==> src/rtl/mem_access_stage_if.sv <==
// Handshaked data-memory bus between the MEM stage (master) and data memory (slave).
interface mem_access_stage_if;
  logic        dmem_req;
  logic        dmem_we;
  logic [31:0] dmem_addr;
  logic [3:0]  dmem_be;
  logic [31:0] dmem_wdata;
  logic        dmem_ack;
  logic [31:0] dmem_rdata;

  modport master (
    output dmem_req, dmem_we, dmem_addr, dmem_be, dmem_wdata,
    input  dmem_ack, dmem_rdata
  );

  modport slave (
    input  dmem_req, dmem_we, dmem_addr, dmem_be, dmem_wdata,
    output dmem_ack, dmem_rdata
  );
endinterface

==> src/rtl/mem_access_stage.sv <==
// MEM pipeline stage: byte/half/word loads and stores over a handshaked bus,
// stalling the pipeline until ack or timeout, then presenting the extended load value.
module mem_access_stage #(
  parameter int unsigned TIMEOUT = 16,
  parameter int unsigned CNT_W   = 5
) (
  input  logic                 clk,
  input  logic                 rst,
  input  logic                 op_valid,
  input  logic                 mem_rd,
  input  logic                 mem_wr,
  input  logic [1:0]           mem_size,
  input  logic                 mem_sext,
  input  logic [31:0]          addr,
  input  logic [31:0]          wdata,
  mem_access_stage_if.master   bus,
  output logic [31:0]          dmem_data,
  output logic                 stall,
  output logic                 addr_err,
  output logic                 bus_err
);

  typedef enum logic [1:0] {IDLE = 2'd0, WAIT = 2'd1, DONE = 2'd2} state_t;

  localparam logic [CNT_W-1:0] CNT_LAST = CNT_W'(TIMEOUT - 1);

  state_t           state, state_nxt;
  logic [CNT_W-1:0] cnt;
  logic             is_mem, mis, start;
  logic [3:0]       be_c;
  logic [31:0]      wdata_c;
  logic [1:0]       lat_a, lat_size;
  logic             lat_sext, lat_rd;
  logic [7:0]       byte_sel;
  logic [15:0]      half_sel;
  logic [31:0]      load_val;

  assign mis      = ((mem_size == 2'd1) & addr[0]) | (mem_size[1] & (addr[1:0] != 2'b00));
  assign is_mem   = op_valid & (mem_rd | mem_wr);
  assign addr_err = is_mem & mis;
  assign start    = is_mem & ~mis;

  always_comb begin
    be_c    = '0;
    wdata_c = '0;
    case (mem_size)
      2'd0: begin
        be_c    = 4'b0001 << addr[1:0];
        wdata_c = {4{wdata[7:0]}};
      end
      2'd1: begin
        be_c    = 4'b0011 << addr[1:0];
        wdata_c = {2{wdata[15:0]}};
      end
      default: begin
        be_c    = 4'b1111;
        wdata_c = wdata;
      end
    endcase
  end

  // Lane selection uses the offset latched at issue, not the live address.
  always_comb begin
    byte_sel = bus.dmem_rdata[{lat_a, 3'b000} +: 8];
    half_sel = lat_a[1] ? bus.dmem_rdata[31:16] : bus.dmem_rdata[15:0];
    case (lat_size)
      2'd0:    load_val = {{24{lat_sext & byte_sel[7]}}, byte_sel};
      2'd1:    load_val = {{16{lat_sext & half_sel[15]}}, half_sel};
      default: load_val = bus.dmem_rdata;
    endcase
  end

  always_ff @(posedge clk or negedge rst) begin
    if (!rst) state <= IDLE;
    else      state <= state_nxt;
  end

  always_comb begin
    state_nxt = state;
    stall     = 1'b0;
    case (state)
      IDLE: begin
        stall = start;
        if (start) state_nxt = WAIT;
      end
      WAIT: begin
        stall = 1'b1;
        if (bus.dmem_ack || cnt == CNT_LAST) state_nxt = DONE;
      end
      DONE:    state_nxt = IDLE;
      default: state_nxt = IDLE;
    endcase
  end

  always_ff @(posedge clk or negedge rst) begin
    if (!rst) begin
      bus.dmem_req   <= 1'b0;
      bus.dmem_we    <= 1'b0;
      bus.dmem_addr  <= '0;
      bus.dmem_be    <= '0;
      bus.dmem_wdata <= '0;
      dmem_data      <= '0;
      bus_err        <= 1'b0;
      cnt            <= '0;
      lat_a          <= '0;
      lat_size       <= '0;
      lat_sext       <= 1'b0;
      lat_rd         <= 1'b0;
    end else begin
      case (state)
        IDLE: begin
          if (start) begin
            bus.dmem_req   <= 1'b1;
            bus.dmem_we    <= mem_wr;
            bus.dmem_addr  <= {addr[31:2], 2'b00};
            bus.dmem_be    <= be_c;
            bus.dmem_wdata <= wdata_c;
            cnt            <= '0;
            lat_a          <= addr[1:0];
            lat_size       <= mem_size;
            lat_sext       <= mem_sext;
            lat_rd         <= mem_rd;
          end
        end
        WAIT: begin
          // Ack takes priority over a timeout landing in the same cycle.
          if (bus.dmem_ack) begin
            bus.dmem_req <= 1'b0;
            bus_err      <= 1'b0;
            if (lat_rd) dmem_data <= load_val;
          end else if (cnt == CNT_LAST) begin
            bus.dmem_req <= 1'b0;
            bus_err      <= 1'b1;
            if (lat_rd) dmem_data <= '0;
          end else begin
            cnt <= cnt + 1'b1;
          end
        end
        DONE:    bus_err <= 1'b0;
        default: ;
      endcase
    end
  end

endmodule

==> src/flat_wrapper.sv <==
// flat-port wrapper written by rule: the top's interface ports become plain ports
module mem_access_stage_flat 
#(
  parameter int unsigned TIMEOUT = 16,
  parameter int unsigned CNT_W   = 5
)
  (clk, rst, op_valid, mem_rd, mem_wr, mem_size, mem_sext, addr, wdata, dmem_data, stall, addr_err, bus_err, bus_dmem_req, bus_dmem_we, bus_dmem_addr, bus_dmem_be, bus_dmem_wdata, bus_dmem_ack, bus_dmem_rdata);
  mem_access_stage_if bus_i ();
  input  logic clk;
  input  logic rst;
  input  logic op_valid;
  input  logic mem_rd;
  input  logic mem_wr;
  input  logic [1:0] mem_size;
  input  logic mem_sext;
  input  logic [31:0] addr;
  input  logic [31:0] wdata;
  output logic [31:0] dmem_data;
  output logic stall;
  output logic addr_err;
  output logic bus_err;
  output wire logic [$bits(bus_i.dmem_req)-1:0] bus_dmem_req;
  output wire logic [$bits(bus_i.dmem_we)-1:0] bus_dmem_we;
  output wire logic [$bits(bus_i.dmem_addr)-1:0] bus_dmem_addr;
  output wire logic [$bits(bus_i.dmem_be)-1:0] bus_dmem_be;
  output wire logic [$bits(bus_i.dmem_wdata)-1:0] bus_dmem_wdata;
  input wire logic [$bits(bus_i.dmem_ack)-1:0] bus_dmem_ack;
  input wire logic [$bits(bus_i.dmem_rdata)-1:0] bus_dmem_rdata;
  assign bus_dmem_req = bus_i.dmem_req;
  assign bus_dmem_we = bus_i.dmem_we;
  assign bus_dmem_addr = bus_i.dmem_addr;
  assign bus_dmem_be = bus_i.dmem_be;
  assign bus_dmem_wdata = bus_i.dmem_wdata;
  assign bus_i.dmem_ack = bus_dmem_ack;
  assign bus_i.dmem_rdata = bus_dmem_rdata;
  mem_access_stage #(.TIMEOUT(TIMEOUT), .CNT_W(CNT_W)) u_core (.clk(clk), .rst(rst), .op_valid(op_valid), .mem_rd(mem_rd), .mem_wr(mem_wr), .mem_size(mem_size), .mem_sext(mem_sext), .addr(addr), .wdata(wdata), .bus(bus_i), .dmem_data(dmem_data), .stall(stall), .addr_err(addr_err), .bus_err(bus_err));
endmodule
==> config.mk <==
export PLATFORM = sky130hd
export DESIGN_NAME = mem_access_stage_flat
export DESIGN_NICKNAME = d
export VERILOG_FILES = /design/src/rtl/mem_access_stage_if.sv /design/src/rtl/mem_access_stage.sv /design/src/flat_wrapper.sv
export SDC_FILE = /design/constraint.sdc
export NUM_CORES = 1
export LEC_CHECK = 0
export BUFFER_PORTS_ARGS = -buffer_cell sky130_fd_sc_hd__clkbuf_2
export CORE_MARGIN = 2
export CORE_UTILIZATION = 49
export CTS_BUF_LIST = sky130_fd_sc_hd__clkbuf_8 sky130_fd_sc_hd__clkbuf_16
export DETAILED_ROUTE_END_ITERATION = 10
export GPL_TIMING_DRIVEN = 0
export HOLD_SLACK_MARGIN = 0.12
export PLACE_DENSITY = 0.81
export REMOVE_ABC_BUFFERS = 1
export SLEW_MARGIN = 0
export SYNTH_ARGS = -nofsm -noshare
export SYNTH_HDL_FRONTEND = slang
export SYNTH_SLANG_ARGS = --single-unit
==> constraint.sdc <==
create_clock -name clk -period 3 [get_ports clk]
set_clock_uncertainty 0.15 [all_clocks]
set_input_delay 0.45 -clock clk [delete_from_list [all_inputs] [get_ports clk]]
set_output_delay 0.45 -clock clk [all_outputs]
set_load 0.02 [all_outputs]
# [Yosys cells after proc, flatten, opt, wreduce, memory -nomap -nowiden]
# Index checks and enable logic that the tools add are counted.
[word_totals] word_cells=74 inputBits=105 output_inout_bits=105 regBits=114
[op_classes] add_sub_neg=1 reduce_logical=14 n_shift=3 bitwise=10 n_eq_ne=10 muxes=23
[op_table] op="$mux 32" count=4
[op_table] op="$pmux 32 s2" count=2
[op_table] op="$shiftx 32x6->8" count=1
[op_table] op="$mux 16" count=1
[op_table] op="$mux 5" count=3
[op_table] op="$pmux 5 s2" count=1
[op_table] op="$pmux 4 s2" count=1
[op_table] op="$reduce_bool 2->1" count=4
[op_table] op="$and 1x1->1" count=7
[op_table] op="$eq 2x1->1 const B" count=3
[op_table] op="$logic_not 2->1" count=3
[op_table] op="$pmux 1 s2" count=3
[op_table] op="$reduce_and 2->1" count=3
[op_table] op="$reduce_and 3->1" count=2
[op_table] op="$add 5x1->5 const B" count=1
[op_table] op="$eq 5x4->1 const B" count=1
[op_table] op="$mux 1" count=5
[op_table] op="$mux 2" count=2
[op_table] op="$ne 2x1->1 const B" count=2
[op_table] op="$ne 2x2->1 const B" count=2
[op_table] op="$pmux 2 s2" count=1
[op_table] op="$reduce_and 4->1" count=1
[op_table] op="$shl 1x2->4 const A" count=1
[op_table] op="$shl 2x2->4 const A" count=1
[op_table] op="other kinds (5)" count=6

# [Depth between registers and ports, before layout]
# Gate-level depths: netlist (run 1).
[logic_depth] word_depth=7 depth_mapped=7 mapped_depth_nobuf=7

# [Worst setup path after synthesis (run 1)]
# OpenSTA, ideal clock, no wires.
[synth_path] path_type="flip-flop to flip-flop" from="register u_core.cnt[0]" to="register u_core.cnt[3]" setup_ps=84 path_buffers=0 period_less_slack_ps=2122 t_arrival_ps=1888 stages_incl_launch_ff=8 slack_ps=878 t_required_ps=2766 cell_sequence="dfrtp_1 ha_1 and3_1 ha_1 nor3b_2 o2111ai_1 or3_1 a21boi_0"
[synth_via] elab_chain_len=4 word_cells_on_any_way=7 classes_between="add/sub: 1; eq/ne: 2; mux: 3; reduce/logical: 1"
[synth_lines] item="start: declaration" line_no="mem_access_stage.sv:28" source="logic [CNT_W-1:0] cnt;"
[synth_lines] item="start signal: assignment" line_no="mem_access_stage.sv:136" source="cnt <= cnt + 1'b1;"
[synth_lines] item="$add 5x1->5" line_no="mem_access_stage.sv:136"
[synth_lines] item="$mux 5" line_no="mem_access_stage.sv:131" source="end else if (cnt == CNT_LAST) begin"
[synth_lines] item="$mux 5" line_no="mem_access_stage.sv:127" source="if (bus.dmem_ack) begin"
[synth_lines] item="$pmux 5 s2" line_no="mem_access_stage.sv:110" source="case (state)"
# Parallel ways exist; a longest one is shown, timed or not. The select of a mux whose other input is x is not followed.
# A chain may end at the register's enable or synchronous reset.

# [Worst setup path in the final report (run 1)]
[layout_path] from="input port addr[0]" to="output port stall"
[layout_via] elab_chain_len=6 word_cells_on_any_way=7 classes_between="mux: 1; bitwise: 5; reduce/logical: 1"
[layout_lines] item="start: declaration" line_no="flat_wrapper.sv:16" source="input logic [31:0] addr;"
[layout_lines] item="$reduce_bool 2->1" line_no="mem_access_stage.sv:38" source="assign mis = ((mem_size == 2'd1) & addr[0]) | (mem_size[1] & (addr[1:0] != 2'b00));"
[layout_lines] item="$and 1x1->1" line_no="mem_access_stage.sv:38"
[layout_lines] item="$or 1x1->1 (*)" line_no="mem_access_stage.sv:38"
[layout_lines] item="$not 1->1 (*)" line_no="mem_access_stage.sv:41" source="assign start = is_mem & ~mis;"
[layout_lines] item="$and 1x1->1 (*)" line_no="mem_access_stage.sv:41"
[layout_lines] item="$pmux 1 s2 (*)" line_no="mem_access_stage.sv:81" source="case (state)"
[layout_lines] item="end: declaration" line_no="flat_wrapper.sv:19" source="output logic stall;"
# Mark *: on every way between the ends. The rest lies on a longest branch, timed or not.

==> impl_metrics.toml, run 1 <==
[timing]
worst_pin_slew_ns = 1.167
setup-violations-final = 0
min_period_over_period_pct = 94.24
rsz0062_at_grt = "no"
finalHoldViolCount = 0
holdWs_ns = 0.1406
min_period_ns = 2.827
fmax_ghz = 0.3537
worst_slack_ns = 0.1728
max_slew_margin_pct = 22.20
slew_viol_final = 0

[global_route]
grt_pass1_vias = 5517
gr-total-overflow = 0
grt_max_degree = 115
gr-usage-all-layers_pct = 29.39
antenna_found_initial = 1
grt_pass1_wl_mm = 26.67

[routing]
routed_wirelength_mm = 17.07
routedLengthMet1_mm = 6.522
wl_met2_mm = 8.497
num_vias = 5438
drtIter0Drc = 453
met3_length_mm = 1.506
viasPerCell = 5.510
drc = 0
top_layer_used = "met4"
first_pass_iters = 7
wl_per_cell_microns = 17.29
ant_nets = 0

[worst_setup_path]
crit_top_cell = "clkbuf_2"
cp.required_ns = 2.40
critPathCaptureType = "output pin"
worstPathArrival_ns = 2.23
critPathTopFamily = "buffers and inverters"
crit_fanout = 22
crit_buf_inv = 4
path_class = "in2out"
crit_path_start_kind = "input port"
path_cells = "dlygate4sd3_1 > clkbuf_2 > o21ai_1 > nand4_1 > buf_8 > nand2b_1 > clkbuf_2"
cp_slowest_stage_delay_ns = 0.56
slowest_stage = "dlygate4sd3_1"

[synthesis]
synthCells = 553
yosysWarnings = 0
synth-edff-count = 0
synth-async-reset-ratio_pct = 100.0
synth_area_per_cell_sq_um = 9.580
synth_top_area_share_pct = 53.85
yosysMostFrequentCell = "nand2_1"
synth_common_cells = "nand2_1 (171), dfrtp_1 (114), o21ai_0 (52)"
synth_area_sq_um = 5298
synth.largest_area_cell = "dfrtp_1"
yosysUniqueCellTypes = 40
ys_ff_latch = 114
netlist_top_cells_area = "dfrtp_1 (54%), nand2_1 (12%), mux2i_1 (6.2%)"
ys_seq_area_share_pct = 53.85
ys.flop_type = "dfrtp_1"

[floorplanning]
die_w_microns = 108.0
core_area_sq_um = 10420
io_pins = 210
chipHeight_microns = 108.0
dieArea_sq_um = 11660
rows = 37
start_util_pct = 50.86

[place]
place_ws_ns = 0.07599
port_buffers = 207
gp_congestion = 0.8573
dpl.hpwl_mm = 9.961

[power_and_ir_drop]
vdd_drop_max_mv = 0.6204
powerDensity_nw_per_um2 = 1029
p_leak_uw = 0.004147

[clocking]
cts_root_buffer = "clkbuf_8"
cts_max_level = 4
clkTransAtPathRegs_ns = 0.06
cts-buffers-inserted = 17
tritoncts = "done"
clockBufferDepth = 2
clock_latency_ns = 0.50
cts.sinks = 114

[status]
status = "finished clean"

[layout]
drive_gt1_share_pct = 30.71
area_delta_synth_final_pct = 48.80
fin_nets = 947
num-fill-cells = 656

[hold_path]
hold_class = "in2reg"

[job]
cap_violations = 0
-- layer usage --
layer	vias to the layer above	GRT usage (%)
met2	334	48.61
met1	2586	35.22
met4	0	14.65
met5	-	0
met3	49	8.379
li1	2469	-
-- cells by family after synthesis --
group           synth area share, %
simple gates                  16.04
compound gates                16.08
flops                         53.85
buf+inv                       4.346
mux                           8.432
fa+ha+maj                     1.181
other cells                 0.07079
-- worst register-to-register path: stages (launching register included) --
cell and delay [ns]:
dfrtp_1 0.38, inv_1 0.10, ha_1 0.28, nand3_1 0.60
nor2_2 0.85, a221o_1 0.28
-- through the flow --
stage               TNS, ns  cells  util [%]  power (uW)  instance area, sq um
floorplan            -31.09    519         -        4669                  5135
CTS                       0    985     75.56        8025                  7870
global route              0    987     75.68        8558                  7883
detailed placement        0    868     61.69        5898                  6426
finish                    0    987     75.68        8111                  7883
global placement    -195.57    862     60.88        5748                  6341
-- final timing paths --
check / start / endpoint / slack, ns / cells after the start
max: addr[0] / stall / 0.17 / 7
min reg2reg: u_core.bus.dmem_wdata[0]$_DFFE_PN0P_ / u_core.bus.dmem_wdata[0]$_DFFE_PN0P_ / 0.32 / 2
max reg2reg: u_core.state[1]$_DFFE_PN0P_ / u_core.dmem_data[24]$_DFFE_PN0P_ / 0.31 / 5
min in group asynchronous: rst / u_core.dmem_data[26]$_DFFE_PN0P_ / 0.46 / 2
max in group asynchronous: rst / u_core.cnt[0]$_DFFE_PN0P_ / 1.56 / 2
min: wdata[9] / u_core.bus.dmem_wdata[9]$_DFFE_PN0P_ / 0.14 / 3
-- sequential cells by signal, summed over array words and instances, names as in the netlist --
signal	flops
u_core.lat_sext	1
u_core.bus.dmem_be	4
u_core.cnt	5
u_core.lat_size	2
u_core.bus.dmem_wdata	32
u_core.bus.dmem_addr	30
u_core.lat_a	2
u_core.dmem_data	32
u_core.bus_err	1
u_core.state	2
u_core.bus.dmem_we	1
u_core.lat_rd	1
u_core.bus.dmem_req	1
-- final cells by class --
class	instances	area (sq um)	share of cell area [%]
Clock inverter	14	165.2	2.095
Multi-Input combinational cell	388	2222	28.19
Sequential cell	114	2853	36.19
Tap cell	136	170.2	2.159
Inverter	17	63.81	0.8095
Timing Repair Buffer	299	1978	25.10
Antenna cell	1	2.502	0.03175
Clock buffer	18	427.9	5.429
-- cell usage in the layout (no fill, tap or decap), types with 3 or more instances in the layout --
master / n
clkbuf_8: 3
clkinv_4: 3
inv_1: 18
nor3_1: 8
bufinv_16: 3
nand2_1: 171
nor2_1: 15
a221oi_1: 8
dfrtp_1: 114
ha_1: 5
clkbuf_16: 16
dlygate4sd3_1: 85
buf_4: 3
mux2_2: 9
nor2b_1: 5
mux2i_1: 33
o21ai_0: 52
clkinv_2: 3
buf_8: 4
a22o_1: 10
a21oi_1: 25
clkinvlp_4: 4
a221o_1: 16
clkbuf_2: 206
-- report_power, final --
group,internal [uW],switching (uW)
clock network,1280,738
logic,1210,2050
registers,2250,585
total,4740,3370
-- timing repair --
item | 4_1_cts | 5_1_grt
endpoints found under the setup margin | 0 | 16
resized for setup | 0 | 1
hold buffers | 85 | 0
buffers inserted | 0 | 1
hold endpoints to repair | 198 | 0
(Power assumes the default switching activity.)
==> inputs of run 2 (changes only) <==
- PLACE_DENSITY: 0.81 -> 0.82
==> run 2 against run 1 <==
Compared with the run above:
- non-clock buffer count rose by 2
- clock power barely moved
- final area rose by 0.17%
- total power rose by 0.15%
- first-iteration DRC count shrank 6.8%
- clock-buffer cell count grew 1
- worst hold slack got worse by 0.0047 ns
- critical path depth fell by 3
- global-route usage increased by 1.2 points
- via count is 0.46% higher
- largest power group unchanged
==> impl_metrics.toml, run 2 (same netlist as run 1, synthesis figures left out) <==
[clocking]
cts_max_level = 4
clkTransAtPathRegs_ns = 0.06
tritoncts = "done"
cts_root_buffer = "clkbuf_8"
cts.sinks = 114
clock_latency_ns = 0.51
cts-buffers-inserted = 17
clockBufferDepth = 2

[layout]
drive_gt1_share_pct = 30.52
final_cell_mix = "clkbuf_2 (206), nand2_1 (171), dfrtp_1 (114)"
final_common_cell = "clkbuf_2"
area_delta_synth_final_pct = 49.06
reg_top3 = "u_core.bus.dmem_wdata (32), u_core.dmem_data (32), u_core.bus.dmem_addr (30)"
utilization_pct = 75.81
fin_nets = 949

[global_route]
gr-usage-all-layers_pct = 30.63
grt_max_degree = 115
grt_pass1_wl_mm = 27.73
gr-total-overflow = 0
antenna_found_initial = 0
grt_pass1_vias = 5701

[worst_setup_path]
critPathCaptureType = "flip-flop"
crit_path_start_kind = "flip-flop"
crit_fanout = 37
slowest_stage = "dfrtp_1"
worstPathArrival_ns = 2.96
path_cells = "nor3b_2 > a22oi_1 > o21ai_0 > a22o_1"
cp.required_ns = 3.24
cp_slowest_stage_delay_ns = 1.13
path_class = "reg2reg"

[timing]
finalSetupTns_ns = 0
fmax_ghz = 0.3679
rsz0062_at_grt = "no"
min_period_over_period_pct = 90.60
slew_viol_final = 0
worst_pin_slew_ns = 1.195
finalHoldViolCount = 0
min_period_ns = 2.718
max_slew_margin_pct = 20.33
setup-violations-final = 0

[routing]
ant_nets = 0
drtIter0Drc = 422
num_vias = 5463
viasPerCell = 5.524
first_pass_iters = 6
wl_per_cell_microns = 17.64
drc = 0
routed_wirelength_mm = 17.44

[power_and_ir_drop]
seqPwrFrac_pct = 35.0
clkPwrFrac_pct = 24.5
powerDensity_nw_per_um2 = 1029
switching_share_pct = 41.49
p_leak_uw = 0.004167
power.switching_uw = 3370
vdd_drop_max_mv = 0.5531
internal_power_uw = 4752
share_comb_of_total_power_pct = 40.5

[floorplanning]
core_area_sq_um = 10420
die_w_microns = 108.0
io_pins = 210
dieArea_sq_um = 11660
start_util_pct = 50.86
chipHeight_microns = 108.0
rows = 37

[hold_path]
hold_class = "in2reg"

[job]
cap_violations = 0

[place]
dpl.hpwl_mm = 9.979
gp_congestion = 0.7927
port_buffers = 207

[status]
status = "finished clean"
-- run 2: power by group through the flow --
stage               clock (uW)  sequential [uW]  combinational [uW]
finish                    1990             2840                3290
global route              2090             2910                3580
CTS                       2010             2810                3200
detailed placement           0             2810                3100
global placement             0             2770                2990
floorplan                    0             3530                1140
-- run 2: path summary, 6_finish.rpt --
check	startpoint	end	slack (ns)	depth (start not counted)
setup / recovery	u_core.lat_size[1]$_DFFE_PN0P_	u_core.dmem_data[10]$_DFFE_PN0P_	0.28	4
hold / removal	wdata[12]	u_core.bus.dmem_wdata[12]$_DFFE_PN0P_	0.14	3
setup reg to reg	u_core.lat_size[1]$_DFFE_PN0P_	u_core.dmem_data[10]$_DFFE_PN0P_	0.28	4
hold reg to reg	u_core.dmem_data[4]$_DFFE_PN0P_	u_core.dmem_data[4]$_DFFE_PN0P_	0.33	2
max in group asynchronous	rst	u_core.bus.dmem_wdata[22]$_DFFE_PN0P_	1.59	2
min in group asynchronous	rst	u_core.dmem_data[21]$_DFFE_PN0P_	0.47	2
-- run 2: metrics by stage --
step | instances | instance area (sq um) | hold slack [ns] | total power, uW | setup WS [ns]
floorplan | 519 | 5135 | 0.004409 | 4669 | -1.112
global placement | 862 | 6341 | 0.3077 | 5758 | -2.551
detailed placement | 868 | 6430 | 0.3119 | 5902 | -0.09063
CTS | 987 | 7884 | 0.1232 | 8022 | 0.04180
global route | 988 | 7894 | 0.1436 | 8589 | 0.06303
finish | 989 | 7896 | 0.1359 | 8123 | 0.2821
-- run 2: area by class of cell --
type / count / area, sq um
timing repair buffer: 301 / 1999
antenna: 1 / 2.502
clock buffer: 19 / 441.7
sequential: 114 / 2853
inverter: 17 / 63.81
clock inverter: 13 / 143.9
tap: 136 / 170.2
multi-input combinational: 388 / 2222
fill: 637 / 2520
-- run 2: worst max-delay path: cells and delay by family (launching register included) --
family	cells	cell delay [ns]
compound gates	3	1.04
flops	1	1.13
simple gates	1	0.27
-- run 2: metal layers --
metal | share of wire [%] | vias up | track usage (%)
met5 | 0 | - | 0
met4 | 3.0 | 0 | 14.47
met3 | 8.5 | 55 | 9.042
met2 | 51 | 322 | 53.19
met1 | 38 | 2610 | 34.64
li1 | - | 2476 | -
-- run 2: repair_timing --
item,CTS,global route
endpoints found under the setup margin,1,16
gates resized for setup,0,1
setup buffers,1,1
hold buffers,86,0
endpoints found under the hold margin,199,0
pin swaps,1,1
